$ cat config.mk
export PLATFORM = sky130hd
export DESIGN_NAME = ddr4_cs_n_lane_ctrl
export DESIGN_NICKNAME = d
export VERILOG_FILES = /design/src/rtl/ddr4_phy_pkg.sv /design/src/rtl/ddr4_cs_n_lane_ctrl_if.sv /design/src/rtl/ddr4_dly_step_ctrl.sv /design/src/rtl/ddr4_cs_n_lane_ctrl.sv
export SDC_FILE = /design/constraint.sdc
export NUM_CORES = 1
export LEC_CHECK = 0
export CORE_MARGIN = 4
export CORE_UTILIZATION = 52
export DETAILED_ROUTE_END_ITERATION = 7
export PLACE_DENSITY = 0.8
export SLEW_MARGIN = 20
export SYNTH_ARGS = -nofsm -noshare
export SYNTH_HDL_FRONTEND = slang
export SYNTH_SLANG_ARGS = --single-unit
$ cat constraint.sdc
create_clock -name FAB_CLK -period 2.15 [get_ports FAB_CLK]
set_clock_uncertainty 0.15 [all_clocks]
set_input_delay 0.43 -clock FAB_CLK [delete_from_list [all_inputs] [get_ports FAB_CLK]]
set_output_delay 0.43 -clock FAB_CLK [all_outputs]
set_load 0.005 [all_outputs]
$ cat src/rtl/ddr4_phy_pkg.sv
// Shared DDR4 PHY lane definitions: delay-FSM state encoding, tap defaults and
// the saturating tap-step helper used by every lane's delay controller.
package ddr4_phy_pkg;

  localparam logic [2:0] ST_IDLE  = 3'd0;
  localparam logic [2:0] ST_LOAD  = 3'd1;
  localparam logic [2:0] ST_SETUP = 3'd2;
  localparam logic [2:0] ST_MOVE  = 3'd3;
  localparam logic [2:0] ST_GAP   = 3'd4;
  localparam logic [2:0] ST_DONE  = 3'd5;

  localparam int unsigned TAP_W        = 8;
  localparam int unsigned GAP_W        = 4;
  localparam int unsigned TAP_INIT_DEF = 1;
  localparam int unsigned TAP_MAX_DEF  = 255;
  localparam int unsigned MOVE_GAP_DEF = 3;
  localparam int unsigned MOVE_GAP_MIN = 1;
  localparam int unsigned MOVE_GAP_MAX = 15;

  // Tap estimate never wraps: clamps at zero and at the lane's upper bound.
  function automatic logic [TAP_W-1:0] tap_step(input logic [TAP_W-1:0] tap,
                                                input logic             up,
                                                input logic [TAP_W-1:0] tap_max);
    if (up) return (tap >= tap_max) ? tap_max : tap + 8'd1;
    else    return (tap == '0) ? '0 : tap - 8'd1;
  endfunction

endpackage

$ cat src/rtl/ddr4_cs_n_lane_ctrl_if.sv
// Delay-adjust request/status bundle between a lane and its delay-step controller,
// including the IOD delay-line strobes.
interface ddr4_cs_n_lane_ctrl_if;
  import ddr4_phy_pkg::*;

  logic             req_valid;
  logic             req_dir;
  logic [TAP_W-1:0] req_steps;
  logic             req_load;
  logic             req_ready;
  logic             move;
  logic             direction;
  logic             load;
  logic             out_of_range;
  logic             done;
  logic             err;
  logic [TAP_W-1:0] tap_count;

  modport master (
    output req_valid, req_dir, req_steps, req_load, out_of_range,
    input  req_ready, move, direction, load, done, err, tap_count
  );

  modport slave (
    input  req_valid, req_dir, req_steps, req_load, out_of_range,
    output req_ready, move, direction, load, done, err, tap_count
  );

endinterface

$ cat src/rtl/ddr4_dly_step_ctrl.sv
// Delay-line step controller: turns a load or N-step request into spaced
// single-cycle MOVE strobes while tracking a saturating tap estimate.
module ddr4_dly_step_ctrl
  import ddr4_phy_pkg::*;
#(
  parameter int unsigned MOVE_GAP = MOVE_GAP_DEF,
  parameter int unsigned TAP_INIT = TAP_INIT_DEF,
  parameter int unsigned TAP_MAX  = TAP_MAX_DEF
) (
  input  logic                  clk_i,
  input  logic                  rst_ni,
  ddr4_cs_n_lane_ctrl_if.slave  dly
);

  localparam logic [TAP_W-1:0] TAP_INIT_L = TAP_W'(TAP_INIT);
  localparam logic [TAP_W-1:0] TAP_MAX_L  = TAP_W'(TAP_MAX);
  localparam logic [GAP_W-1:0] GAP_LAST   = GAP_W'(MOVE_GAP - 1);

  logic [2:0]       state_q, state_d;
  logic             dir_cap_q;
  logic [TAP_W-1:0] rem_q;
  logic [GAP_W-1:0] gap_cnt_q;
  logic             abort_q;
  logic             move_q, load_q, dir_q, done_q, ready_q, err_q;
  logic [TAP_W-1:0] tap_q;
  logic             in_move_gap;
  logic             accept_move;

  assign in_move_gap = (state_q == ST_MOVE) || (state_q == ST_GAP);
  assign accept_move = (state_q == ST_IDLE) && dly.req_valid && !dly.req_load &&
                       (dly.req_steps != '0);

  always_comb begin
    state_d = state_q;
    case (state_q)
      ST_IDLE: begin
        if (dly.req_load)       state_d = ST_LOAD;
        else if (dly.req_valid) state_d = (dly.req_steps != '0) ? ST_SETUP : ST_DONE;
      end
      ST_LOAD:  state_d = ST_DONE;
      ST_SETUP: state_d = ST_MOVE;
      ST_MOVE:  state_d = ST_GAP;
      // An out-of-range seen in MOVE holds through one GAP cycle via abort_q.
      ST_GAP: begin
        if (dly.out_of_range || abort_q) state_d = ST_DONE;
        else if (gap_cnt_q == '0)        state_d = (rem_q != '0) ? ST_MOVE : ST_DONE;
      end
      ST_DONE:  state_d = ST_IDLE;
      default:  state_d = ST_IDLE;
    endcase
  end

  // Strobes follow state_q one cycle later so every output leaves a flop;
  // ready looks ahead so it never advertises a state that is about to be left.
  always_ff @(posedge clk_i or negedge rst_ni) begin
    if (!rst_ni) begin
      state_q   <= ST_IDLE;
      dir_cap_q <= 1'b0;
      rem_q     <= '0;
      gap_cnt_q <= '0;
      abort_q   <= 1'b0;
      move_q    <= 1'b0;
      load_q    <= 1'b0;
      dir_q     <= 1'b0;
      done_q    <= 1'b0;
      ready_q   <= 1'b0;
      err_q     <= 1'b0;
      tap_q     <= TAP_INIT_L;
    end else begin
      state_q <= state_d;
      move_q  <= (state_q == ST_MOVE);
      load_q  <= (state_q == ST_LOAD);
      done_q  <= (state_q == ST_DONE);
      ready_q <= (state_d == ST_IDLE);
      dir_q   <= dir_cap_q && ((state_q == ST_SETUP) || in_move_gap);

      if (accept_move) begin
        dir_cap_q <= dly.req_dir;
        rem_q     <= dly.req_steps;
        abort_q   <= 1'b0;
      end

      if (state_q == ST_MOVE) begin
        rem_q     <= rem_q - 8'd1;
        tap_q     <= tap_step(tap_q, dir_cap_q, TAP_MAX_L);
        gap_cnt_q <= GAP_LAST;
      end else if ((state_q == ST_GAP) && (gap_cnt_q != '0)) begin
        gap_cnt_q <= gap_cnt_q - 4'd1;
      end

      if (state_q == ST_LOAD) begin
        tap_q <= TAP_INIT_L;
        err_q <= 1'b0;
      end

      if (in_move_gap && dly.out_of_range) begin
        err_q   <= 1'b1;
        abort_q <= 1'b1;
        rem_q   <= '0;
      end
    end
  end

  assign dly.req_ready = ready_q;
  assign dly.move      = move_q;
  assign dly.direction = dir_q;
  assign dly.load      = load_q;
  assign dly.done      = done_q;
  assign dly.err       = err_q;
  assign dly.tap_count = tap_q;

endmodule

$ cat src/rtl/ddr4_cs_n_lane_ctrl.sv
// DDR4 CS_n lane: registers per-phase chip select and OE toward the IOD and
// hosts the delay-step controller for the lane's TX delay line.
module ddr4_cs_n_lane_ctrl
  import ddr4_phy_pkg::*;
#(
  parameter int unsigned MOVE_GAP = MOVE_GAP_DEF,
  parameter int unsigned TAP_INIT = TAP_INIT_DEF,
  parameter int unsigned TAP_MAX  = TAP_MAX_DEF
) (
  input  logic             FAB_CLK,
  input  logic             ARST_N,
  input  logic [3:0]       DFI_CS_N,
  input  logic             CS_FORCE_HIGH,
  input  logic             OE_ENABLE,
  output logic [3:0]       TX_DATA_0,
  output logic [3:0]       OE_DATA_0,
  input  logic             DLY_REQ_VALID,
  input  logic             DLY_REQ_DIR,
  input  logic [TAP_W-1:0] DLY_REQ_STEPS,
  input  logic             DLY_REQ_LOAD,
  output logic             DLY_REQ_READY,
  output logic             DELAY_LINE_MOVE_0,
  output logic             DELAY_LINE_DIRECTION_0,
  output logic             DELAY_LINE_LOAD_0,
  input  logic             DELAY_LINE_OUT_OF_RANGE_0,
  output logic             DLY_DONE,
  output logic             DLY_ERR,
  output logic [TAP_W-1:0] DLY_TAP_COUNT
);

  logic [3:0] tx_q;
  logic [3:0] oe_q;

  // Chip select idles deselected (all ones) so the rank stays quiet out of reset.
  always_ff @(posedge FAB_CLK or negedge ARST_N) begin
    if (!ARST_N) begin
      tx_q <= '1;
      oe_q <= '0;
    end else begin
      tx_q <= CS_FORCE_HIGH ? '1 : DFI_CS_N;
      oe_q <= {4{OE_ENABLE}};
    end
  end

  assign TX_DATA_0 = tx_q;
  assign OE_DATA_0 = oe_q;

  ddr4_cs_n_lane_ctrl_if dly ();

  assign dly.req_valid    = DLY_REQ_VALID;
  assign dly.req_dir      = DLY_REQ_DIR;
  assign dly.req_steps    = DLY_REQ_STEPS;
  assign dly.req_load     = DLY_REQ_LOAD;
  assign dly.out_of_range = DELAY_LINE_OUT_OF_RANGE_0;

  ddr4_dly_step_ctrl #(
    .MOVE_GAP (MOVE_GAP),
    .TAP_INIT (TAP_INIT),
    .TAP_MAX  (TAP_MAX)
  ) u_dly_step_ctrl (
    .clk_i  (FAB_CLK),
    .rst_ni (ARST_N),
    .dly    (dly.slave)
  );

  assign DLY_REQ_READY          = dly.req_ready;
  assign DELAY_LINE_MOVE_0      = dly.move;
  assign DELAY_LINE_DIRECTION_0 = dly.direction;
  assign DELAY_LINE_LOAD_0      = dly.load;
  assign DLY_DONE               = dly.done;
  assign DLY_ERR                = dly.err;
  assign DLY_TAP_COUNT          = dly.tap_count;

endmodule

==> summary.md, run 1 <==
| Metric | Value |
|---|---|
| CP max stage cell | `dfstp_2` |
| RSZ-0062 raised after global routing | `false` |
| Rel. slew slack | `68.2%` |
| CP top delay family | `flip-flops` |
| Dpl cells | `331` |
| IO Pins | `42` |
| Clock Latency Late Sink | `300 ps` |
| RD Place Congestion | `0.888` |
| Vias/cell | `6.08` |
| CTS tree | `built` |
| Leakage power total | `1.17 nW` |
| First-pass GRT wire length | `8.91 mm` |
| Synthesized flop and latch total | `36` |
| Initial antenna violation count | `0` |
| Outcome | `finished clean` |
| Die area | `5230 um^2` |
| Root buf cell | `clkbuf_8` |
| Cell breakdown of the critical path | `clkdlybuf4s50_1` |
| Setup Slack @ Placement | `16.4 ps` |
| Cell area after synthesis | `2150 um^2` |
| Core area | `4000 um^2` |
| Synth warn | `0` |
| Unique masters post-synth | `59` |
| Worst setup margin | `126 ps` |
| Crit Path Category | `flop to output port` |
| Critical Path RT | `1570 ps` |
| Clock-pin transition on the worst setup and hold timing paths | `80 ps` |
| WL final | `5.54 mm` |
| Residual DRC | `0` |
| H-tree Lvls | `2` |
| GRT Util Overall | `22.2%` |
| Die X | `72.3 um` |
| Drt pass-1 iters | `5` |
| Slew Viols, Final | `0` |
| Largest area contributor in the netlist | `dfrtp_1` |
| Wirelength per Cell | `16.3 um` |
| Fmax achieved | `494 MHz` |
| Hold Fails Final Rpt | `0` |
| NumNets Final | `315` |
| Crit Path Max Fanout | `9` |
| Slew @ Worst Pin | `477 ps` |
| Fraction of layout cells with a size suffix above 1 | `17.0%` |
| Starting Density | `53.8%` |
| Fin crit period | `2020 ps` |
| Worst vdd ir | `0.583 mV` |
| Hold Crit Class | `input port to async pin` |
| TNS Setup | `0 ps` |
| Initial DRC Count | `223` |
| Synth Net Count | `261` |
| Final cell count without fillers | `339` |
| Synth top area share | `36.1%` |
| Asr flop ratio synth | `100%` |
| Synth top cells by count | `31 x dfrtp_1, 20 x a21oi_1, 13 x o21ai_0` |
| CP peak stage delay | `620 ps` |
| Die Ht | `72.3 um` |
| Total CTS buffers | `5` |
| Ranking of synthesized cells by area | `dfrtp_1 36%, dfstp_2 6.1%, a21oi_1 4.7%` |
| Final period util | `94.2%` |
| Critical Path Sink Type | `output port` |
| Port Buf Inserts | `41` |
| Synthesized area per cell | `9.19 um^2` |
| Seq/Total Area, Yosys | `42.2%` |
| Hold Buf Count CTS | `0` |
| Count leader, synth | `dfrtp_1` |
| Clock tree sinks | `36` |
| Gr ovfl total | `0` |
| Post-synth EDFFs | `0` |
| Post-Syn Instances | `234` |
| Nature of the critical path startpoint | `flop` |
| Routed Antenna Nets | `0` |
| HPWL after detailed placement | `3.77 mm` |
| Vias in the first global route | `1,846` |
| Critical path arrival | `1440 ps` |
| Site Rows | `23` |
| DR vias | `2,061` |
| Area Growth Syn to Fin | `31.0%` |
| Worst-case clock buffer depth | `2` |
| Power per standard cell area | `1210 nW/um^2` |
| Max cap viols | `0` |
| Top_reg_cell synth | `dfrtp_1` |
| Crit path buf inv count | `1` |
| Largest net degree at the start of global routing | `37` |
| Final setup vio count | `0` |
| ANT cells | `0` |
-- final cells by class --
| cell class | instances | area, um^2 |
|---|---|---|
| Fill cell | 315 | 1180 |
| Multi-Input combinational cell | 169 | 1130 |
| Sequential cell | 36 | 907 |
| Timing Repair Buffer | 63 | 571 |
| Clock buffer | 8 | 100 |
| Tap cell | 50 | 62.6 |
| Inverter | 13 | 48.8 |
-- registers in the layout, indices dropped and copies added (netlist names), 3 cells and up --
register                       flops
u_dly_step_ctrl.gap_cnt_q          4
u_dly_step_ctrl.rem_q              8
u_dly_step_ctrl.dly.tap_count      8
TX_DATA_0                          4
u_dly_step_ctrl.state_q            3
-- path summary, 6_finish.rpt --
| path | from | endpoint | slack, ps | cells after the start |
|---|---|---|---|---|
| worst max-delay path | u_dly_step_ctrl.dly.tap_count[0] | DLY_TAP_COUNT[0] | 130 | 1 |
| worst min-delay path | ARST_N | u_dly_step_ctrl.gap_cnt_q[2] | 20 | 2 |
| worst max register to register | u_dly_step_ctrl.rem_q[3] | u_dly_step_ctrl.rem_q[7] | 170 | 4 |
| worst min register to register | u_dly_step_ctrl.dly.err | u_dly_step_ctrl.dly.err | 400 | 2 |
| max in group asynchronous | ARST_N | TX_DATA_0[0] | 1480 | 2 |
| min in group FAB_CLK | u_dly_step_ctrl.dly.err | u_dly_step_ctrl.dly.err | 400 | 2 |
-- cells in the final DEF (no fill, tap or decap), types with 2 or more instances in the layout --
cell type        synthesis  final
nor3_1                   7      7
inv_1                   12     12
o22ai_1                  3      3
o21a_1                   2      2
or4_1                    2      2
nor3b_1                  3      2
o211ai_1                 7      7
nand2b_1                 6      6
or2_2                    4      4
buf_4                    4     22
ha_1                     7      7
a21oi_1                 20     20
nor2_1                  12     12
and2_1                   2      2
nor4_1                   3      3
clkdlybuf4s50_1          0     40
a22oi_1                  2      2
xor2_1                   4      4
o31ai_1                  3      3
and4_1                   2      2
nand4_1                  4      4
dfstp_2                  5      5
xnor2_1                  2      2
a31oi_1                  5      5
o221ai_1                 4      4
nand3_1                  8      8
clkbuf_8                 0      7
o21ai_0                 13     13
nor2b_1                  3      3
a211oi_1                 4      4
nand2_1                 11     11
dfrtp_1                 31     31
or3_1                    2      2
-- kinds of logic (layout without fill, tap and decap cells) --
| group | after synthesis | count (layout) | synth area share, % |
|---|---|---|---|
| buffers and inverters | 29 | 84 | 5.87 |
| flip-flops | 36 | 36 | 42.2 |
| XOR/XNOR | 6 | 6 | 2.44 |
| AO/OA/AOI/OAI | 77 | 77 | 24.1 |
| adder cells (fa/ha/maj) | 7 | 7 | 4.07 |
| multiplexers | 1 | 1 | 0.465 |
| AND/OR/NAND/NOR | 78 | 78 | 20.8 |
-- power breakdown --
part | switching, mW | leakage [nW] | internal (mW) | total [mW]
sequential | 0.312 | 0.451 | 0.922 | 1.23
clock | 0.253 | 0.0515 | 0.293 | 0.546
combinational | 0.806 | 0.663 | 0.830 | 1.64
-- per-stage QoR --
step,area [um^2],util (%),power [mW],hold WS (ps)
2_1_floorplan,2150,-,2.17,-15.6
4_1_cts,2810,70.2,3.38,23.5
6_report,2820,70.4,3.42,15.9
3_5_place_dp,2710,67.7,2.82,348
3_3_place_gp,2710,67.7,2.78,341
5_1_grt,2820,70.4,3.67,47.6
-- per-layer routing --
layer	global-route usage, %	share of wire (%)	vias to the layer above
met5	0	0	-
li1	-	-	974
met1	30.6	44	970
met4	7.31	1.4	0
met3	4.99	8.1	9
met2	34.6	47	108
-- timing repair --
item / 4_1_cts / 5_1_grt
buffers inserted: 0 / 0
setup endpoints to repair: 0 / 5
gates resized for setup: 0 / 3
endpoints found under the hold margin: 0 / 0
No activity file was read; power rests on OpenSTA's default activity.
==> run 2: changes to the inputs <==
--- a/config.mk
+++ b/config.mk
@@ -5,8 +5,9 @@
 export SDC_FILE = /design/constraint.sdc
 export NUM_CORES = 1
 export LEC_CHECK = 0
-export CORE_MARGIN = 4
+export CORE_MARGIN = 3
 export CORE_UTILIZATION = 52
+export CTS_CLUSTER_DIAMETER = 120
 export DETAILED_ROUTE_END_ITERATION = 7
 export PLACE_DENSITY = 0.8
 export SLEW_MARGIN = 20
==> run 2 against run 1 <==
Die area shrank 5.5%. Final area grew 2.4%. Non-clock buffer count increased by 6. Critical endpoint unchanged. Sequential share of layout area decreased by 0.77 points. Worst setup slack got worse by 15 ps.
==> summary.md, run 2 (synthesis results as in run 1) <==
| Metric | Value |
|---|---|
| Die Ht | `70.3 um (-2.8%)` |
| CP startpoint | `u_dly_step_ctrl.dly.tap_count[0]` |
| RSZ-0062 raised after global routing | `false` |
| Routed Antenna Nets | `0 (unchanged)` |
| Root buf cell | `clkbuf_8` |
| Hold Crit Class | `input port to async pin` |
| Clock-pin transition on the worst setup and hold timing paths | `70 ps (about the same)` |
| Critical Path Sink Type | `output port` |
| CTS tree | `built` |
| Start of the worst register-to-register path | `u_dly_step_ctrl.gap_cnt_q[0]` |
| Gr ovfl total | `0 (unchanged)` |
| Initial DRC Count | `228 (+2.2%)` |
| Post-route cell area | `2890 um^2 (+2.4%)` |
| Finished Core Util | `75.4% (+5.0 points)` |
| First-pass GRT wire length | `9.45 mm (+6.0%)` |
| Slew @ Worst Pin | `466 ps (-10.8 ps)` |
| Reg area | `907 um^2 (unchanged)` |
| Slew Viols, Final | `0 (unchanged)` |
| Worst setup margin | `110 ps (-15.4 ps)` |
| Residual DRC | `0 (unchanged)` |
| Multi-input logic area | `1120 um^2 (-0.44%)` |
| Crit Path Max Fanout | `7 (-2)` |
| Vias in the first global route | `1,954 (+5.9%)` |
| Final hold slack | `384 ps (+368 ps)` |
| Worst-case clock buffer depth | `2 (unchanged)` |
| WL final | `5.64 mm (+1.8%)` |
| Placed cell area | `2740 um^2 (+1.2%)` |
| Wirelength per Cell | `16.4 um (+0.62%)` |
| GRT Util Overall | `24.3% (+2.1 points)` |
| Core area | `3830 um^2 (-4.3%)` |
| Dpl cells | `333 (+0.60%)` |
| Die X | `70.3 um (-2.8%)` |
| H-tree Lvls | `2 (unchanged)` |
| Hold Buf Count CTS | `0 (unchanged)` |
| Area Growth Syn to Fin | `34.2%` |
| Clock tree sinks | `36 (unchanged)` |
| RD Place Congestion | `0.926 (+4.3%)` |
| ANT cells | `0 (unchanged)` |
| NumNets Final | `321 (+1.9%)` |
| Final setup vio count | `0 (unchanged)` |
| Largest net degree at the start of global routing | `37 (unchanged)` |
| Clock Latency Late Sink | `300 ps (about the same)` |
| Hold Fails Final Rpt | `0 (unchanged)` |
| Fraction of layout cells with a size suffix above 1 | `18.3% (+1.4 points)` |
| DR vias | `2,071 (+0.49%)` |
| Rel. slew slack | `69.0% (+0.72 points)` |
| Die area | `4940 um^2 (-5.5%)` |
| TNS Setup | `0 ps (unchanged)` |
| Fin crit period | `2040 ps (+15.4 ps)` |
| Critical Path RT | `1570 ps (about the same)` |
| Fillers | `292 (-7.3%)` |
| Starting Density | `56.2% (+2.4 points)` |
| Setup Slack @ Placement | `38.4 ps (+22.1 ps)` |
| Commonest non-fill, non-tap cells in the layout | `41 x clkdlybuf4s50_1, 31 x dfrtp_1, 28 x buf_4` |
| Port Buf Inserts | `41 (unchanged)` |
| Outcome | `finished clean` |
| Most common cell after layout, fill and taps aside | `clkdlybuf4s50_1` |
| Fmax achieved | `490 MHz (-0.76%)` |
| Total Power Consumption | `3.58 mW (+4.8%)` |
| Vias/cell | `6.04 (-0.69%)` |
| Total CTS buffers | `5 (unchanged)` |
| Site Rows | `22 (-4.3%)` |
| Final period util | `94.9% (+0.72 points)` |
| Final cell count without fillers | `343 (+1.2%)` |
| Critical path arrival | `1460 ps (+20 ps)` |
| Worst vdd ir | `0.860 mV (+48%)` |
| Leakage power total | `1.21 nW (+3.4%)` |
| Drt pass-1 iters | `4 (-1)` |
| Initial antenna violation count | `0 (unchanged)` |
| Crit Path Category | `flop to output port` |
| Power per standard cell area | `1240 nW/um^2 (+2.3%)` |
| IO Pins | `42 (unchanged)` |
| Nature of the critical path startpoint | `flop` |
| Max cap viols | `0 (unchanged)` |
| HPWL after detailed placement | `4.05 mm (+7.6%)` |
==> run 2: layout make-up <==
class | count | share of cell area, %
inverter | 13 | 1.69
clock inverter | 1 | 1.04
sequential | 36 | 31.4
multi-input combinational | 169 | 38.9
timing repair buffer | 69 | 21.5
tap | 48 | 2.08
clock buffer | 7 | 3.34
==> run 2: what timing repair did <==
item	in CTS	in global routing
setup buffers	0	2
resized for setup	0	1
setup endpoints to repair	0	3
==> run 2: worst paths after layout <==
| path | to | slack [ps] | depth (start not counted) |
|---|---|---|---|
| worst max register to register | u_dly_step_ctrl.state_q[2] | 180 | 6 |
| worst max-delay path | DLY_TAP_COUNT[0] | 110 | 2 |
| min in group FAB_CLK | u_dly_step_ctrl.dly.err | 390 | 2 |
| max in group asynchronous | u_dly_step_ctrl.dly.tap_count[0] | 1110 | 2 |
| worst min register to register | u_dly_step_ctrl.dly.err | 390 | 2 |
| worst min-delay path | u_dly_step_ctrl.dly.move | 380 | 2 |
==> run 2: worst max-delay path: stages, from the launching register on <==
cell and delay (ps):
dfstp_2 530, buf_4 140, clkdlybuf4s50_1 500
==> run 2: power by group <==
group	internal (mW)	switching [mW]
combinational	0.872	0.852
sequential	0.922	0.280
clock	0.409	0.246
==> run 2: per-layer routing <==
layer	vias to the layer above	track usage, %	wire, um
li1	994	-	-
met2	95	36.3	2560
met5	-	0	0
met3	12	7.48	494
met4	0	7.02	97
met1	970	33.9	2480
==> run 3: changes to the inputs <==
==> constraint.sdc (replaced) <==
create_clock -name FAB_CLK -period 2.15 [get_ports FAB_CLK]
set_clock_uncertainty 0.15 [all_clocks]
set_input_delay 0.3225 -clock FAB_CLK [delete_from_list [all_inputs] [get_ports FAB_CLK]]
set_output_delay 0.3225 -clock FAB_CLK [all_outputs]
set_load 0.005 [all_outputs]
==> run 3 against run 2 <==
Routed wire length down 0.60%. Power down 3.3%. First-iteration DRC count down 18%.
==> summary.md, run 3 (synthesis results as in run 1) <==
| Metric | Value |
|---|---|
| Outcome | `finished clean` |
| Slew @ Worst Pin | `481 ps (+14.8 ps)` |
| Hold Fails Final Rpt | `0 (unchanged)` |
| Die area | `4940 um^2 (unchanged)` |
| NumNets Final | `314 (-2.2%)` |
| Gr ovfl total | `0 (unchanged)` |
| Leakage power total | `1.16 nW (-3.8%)` |
| Most common cell after layout, fill and taps aside | `clkdlybuf4s50_1` |
| Clock tree sinks | `36 (unchanged)` |
| TNS Setup | `0 ps (unchanged)` |
| IO Pins | `42 (unchanged)` |
| Crit Path Max Fanout | `7 (unchanged)` |
| Routed Antenna Nets | `0 (unchanged)` |
| CTS tree | `built` |
| Final setup vio count | `0 (unchanged)` |
| Clock Latency Late Sink | `290 ps (about the same)` |
| Slew Viols, Final | `0 (unchanged)` |
| Finished Core Util | `73.6% (-1.9 points)` |
| Final hold slack | `297 ps (-87.1 ps)` |
| DR vias | `2,095 (+1.2%)` |
| Vias in the first global route | `1,972 (+0.92%)` |
| Fillers | `304 (+4.1%)` |
| Root buf cell | `clkbuf_8` |
| Site Rows | `22 (unchanged)` |
| Clock-pin transition on the worst setup and hold timing paths | `80 ps (about the same)` |
| Critical Path Sink Type | `flop` |
| ANT cells | `0 (unchanged)` |
| HPWL after detailed placement | `3.93 mm (-3.0%)` |
| Cell breakdown of the critical path | `buf_4 -> or4_1 -> o21ai_0 -> nor4b_1 -> a211oi_1` |
| Critical path arrival | `2060 ps (+600 ps)` |
| Drt pass-1 iters | `4 (unchanged)` |
| WL final | `5.60 mm (-0.60%)` |
| RD Place Congestion | `0.894 (-3.5%)` |
| Dpl cells | `327 (-1.8%)` |
| Largest net degree at the start of global routing | `37 (unchanged)` |
| Port Buf Inserts | `41 (unchanged)` |
| Power per standard cell area | `1230 nW/um^2 (-0.82%)` |
| Rel. slew slack | `68.0% (-0.99 points)` |
| GRT Util Overall | `23.4% (-0.95 points)` |
| Nature of the critical path startpoint | `flop` |
| Max cap viols | `0 (unchanged)` |
| Die Ht | `70.3 um (unchanged)` |
| Initial antenna violation count | `0 (unchanged)` |
| Fin crit period | `2050 ps (+11.8 ps)` |
| Hold Crit Class | `input port to async pin` |
| Area Growth Syn to Fin | `30.9%` |
| Vias/cell | `6.24 (+3.3%)` |
| Total CTS buffers | `5 (unchanged)` |
| Critical Path RT | `2160 ps (+590 ps)` |
| Worst vdd ir | `0.842 mV (-2.2%)` |
| First-pass GRT wire length | `9.40 mm (-0.59%)` |
| H-tree Lvls | `2 (unchanged)` |
| Die X | `70.3 um (unchanged)` |
| Fraction of layout cells with a size suffix above 1 | `16.0% (-2.3 points)` |
| Final cell count without fillers | `336 (-2.0%)` |
| Starting Density | `56.2% (unchanged)` |
| Crit Path Category | `flop to flop` |
| Initial DRC Count | `187 (-18%)` |
| Commonest non-fill, non-tap cells in the layout | `41 x clkdlybuf4s50_1, 31 x dfrtp_1, 21 x buf_4` |
| CP peak stage delay | `560 ps (+30 ps)` |
| Worst-case clock buffer depth | `2 (unchanged)` |
| RSZ-0062 raised after global routing | `false` |
| Wirelength per Cell | `16.7 um (+1.5%)` |
| Fmax achieved | `487 MHz (-0.58%)` |
| Residual DRC | `0 (unchanged)` |
| CP max stage cell | `or4_1` |
| Final period util | `95.4% (+0.55 points)` |
| Core area | `3830 um^2 (unchanged)` |
run 3: cell count changes in the layout (fill, tap and decap cells not counted):
cell / before / now
buf_4: 28 / 21
clkbuf_8: 7 / 5
a2111oi_0: 1 / 0
a2111oi_2: 0 / 1
clkbuf_1: 0 / 1
clkinv_2: 0 / 1
nor4b_1: 0 / 1
nor4b_2: 1 / 0
run 3: what timing repair did:
action	in CTS	in global routing
endpoints found under the setup margin	0	3
buffers inserted	0	1
hold buffers	0	0
resized for setup	0	2
run 3: final cells by class:
| type | count | area (um^2) | area share, % |
|---|---|---|---|
| inverters | 13 | 48.8 | 1.73 |
| repair buffers | 62 | 568 | 20.2 |
| clock buffers | 6 | 72.6 | 2.58 |
| multi-input cells | 169 | 1120 | 39.9 |
| well taps | 48 | 60.1 | 2.13 |
| clock inverters | 2 | 35.0 | 1.24 |
| flip-flops and latches | 36 | 907 | 32.2 |
run 3: metrics by stage:
step | setup slack, ps | total power [mW] | instance area, um^2
6_report | 98.5 | 3.46 | 2820
5_1_grt | 8.94 | 3.72 | 2820
4_1_cts | 61.5 | 3.42 | 2800
3_5_place_dp | 78.3 | 2.80 | 2690
3_3_place_gp | 102 | 2.76 | 2690
2_1_floorplan | 172 | 2.17 | 2150
run 3: layer usage:
metal / track usage [%] / wire length (um) / vias to the layer above
li1: - / - / 978
met1: 34.3 / 2500 / 1007
met2: 35.6 / 2560 / 105
met3: 4.89 / 518 / 5
met4: 4.68 / 28 / 0
met5: 0 / 0 / -
run 3: power breakdown:
| group | total [mW] | switching [mW] | leakage (nW) | internal, mW |
|---|---|---|---|---|
| Clock | 0.594 | 0.250 | 0.0552 | 0.344 |
| Combinational | 1.64 | 0.817 | 0.653 | 0.819 |
| Sequential | 1.23 | 0.312 | 0.451 | 0.922 |
| Total | 3.46 | 1.38 | 1.16 | 2.09 |
run 3: worst paths after layout:
kind	start	end	slack, ps	cells past startpoint
setup reg to reg	u_dly_step_ctrl.dly.tap_count[0]	u_dly_step_ctrl.dly.tap_count[5]	100	5
min in group FAB_CLK	OE_ENABLE	OE_DATA_0[0]	310	1
setup / recovery	u_dly_step_ctrl.dly.tap_count[0]	u_dly_step_ctrl.dly.tap_count[5]	100	5
hold reg to reg	u_dly_step_ctrl.dly.tap_count[0]	u_dly_step_ctrl.dly.tap_count[0]	400	2
max in group asynchronous	ARST_N	u_dly_step_ctrl.dly.tap_count[0]	1200	2
hold / removal	ARST_N	u_dly_step_ctrl.rem_q[7]	300	2
run 3: critical path: cells and delay by family, from the launching register on:
kind            cells  cell delay, ps
compound gates      2             270
flops               1             380
simple gates        2             960
buf+inv             1             160
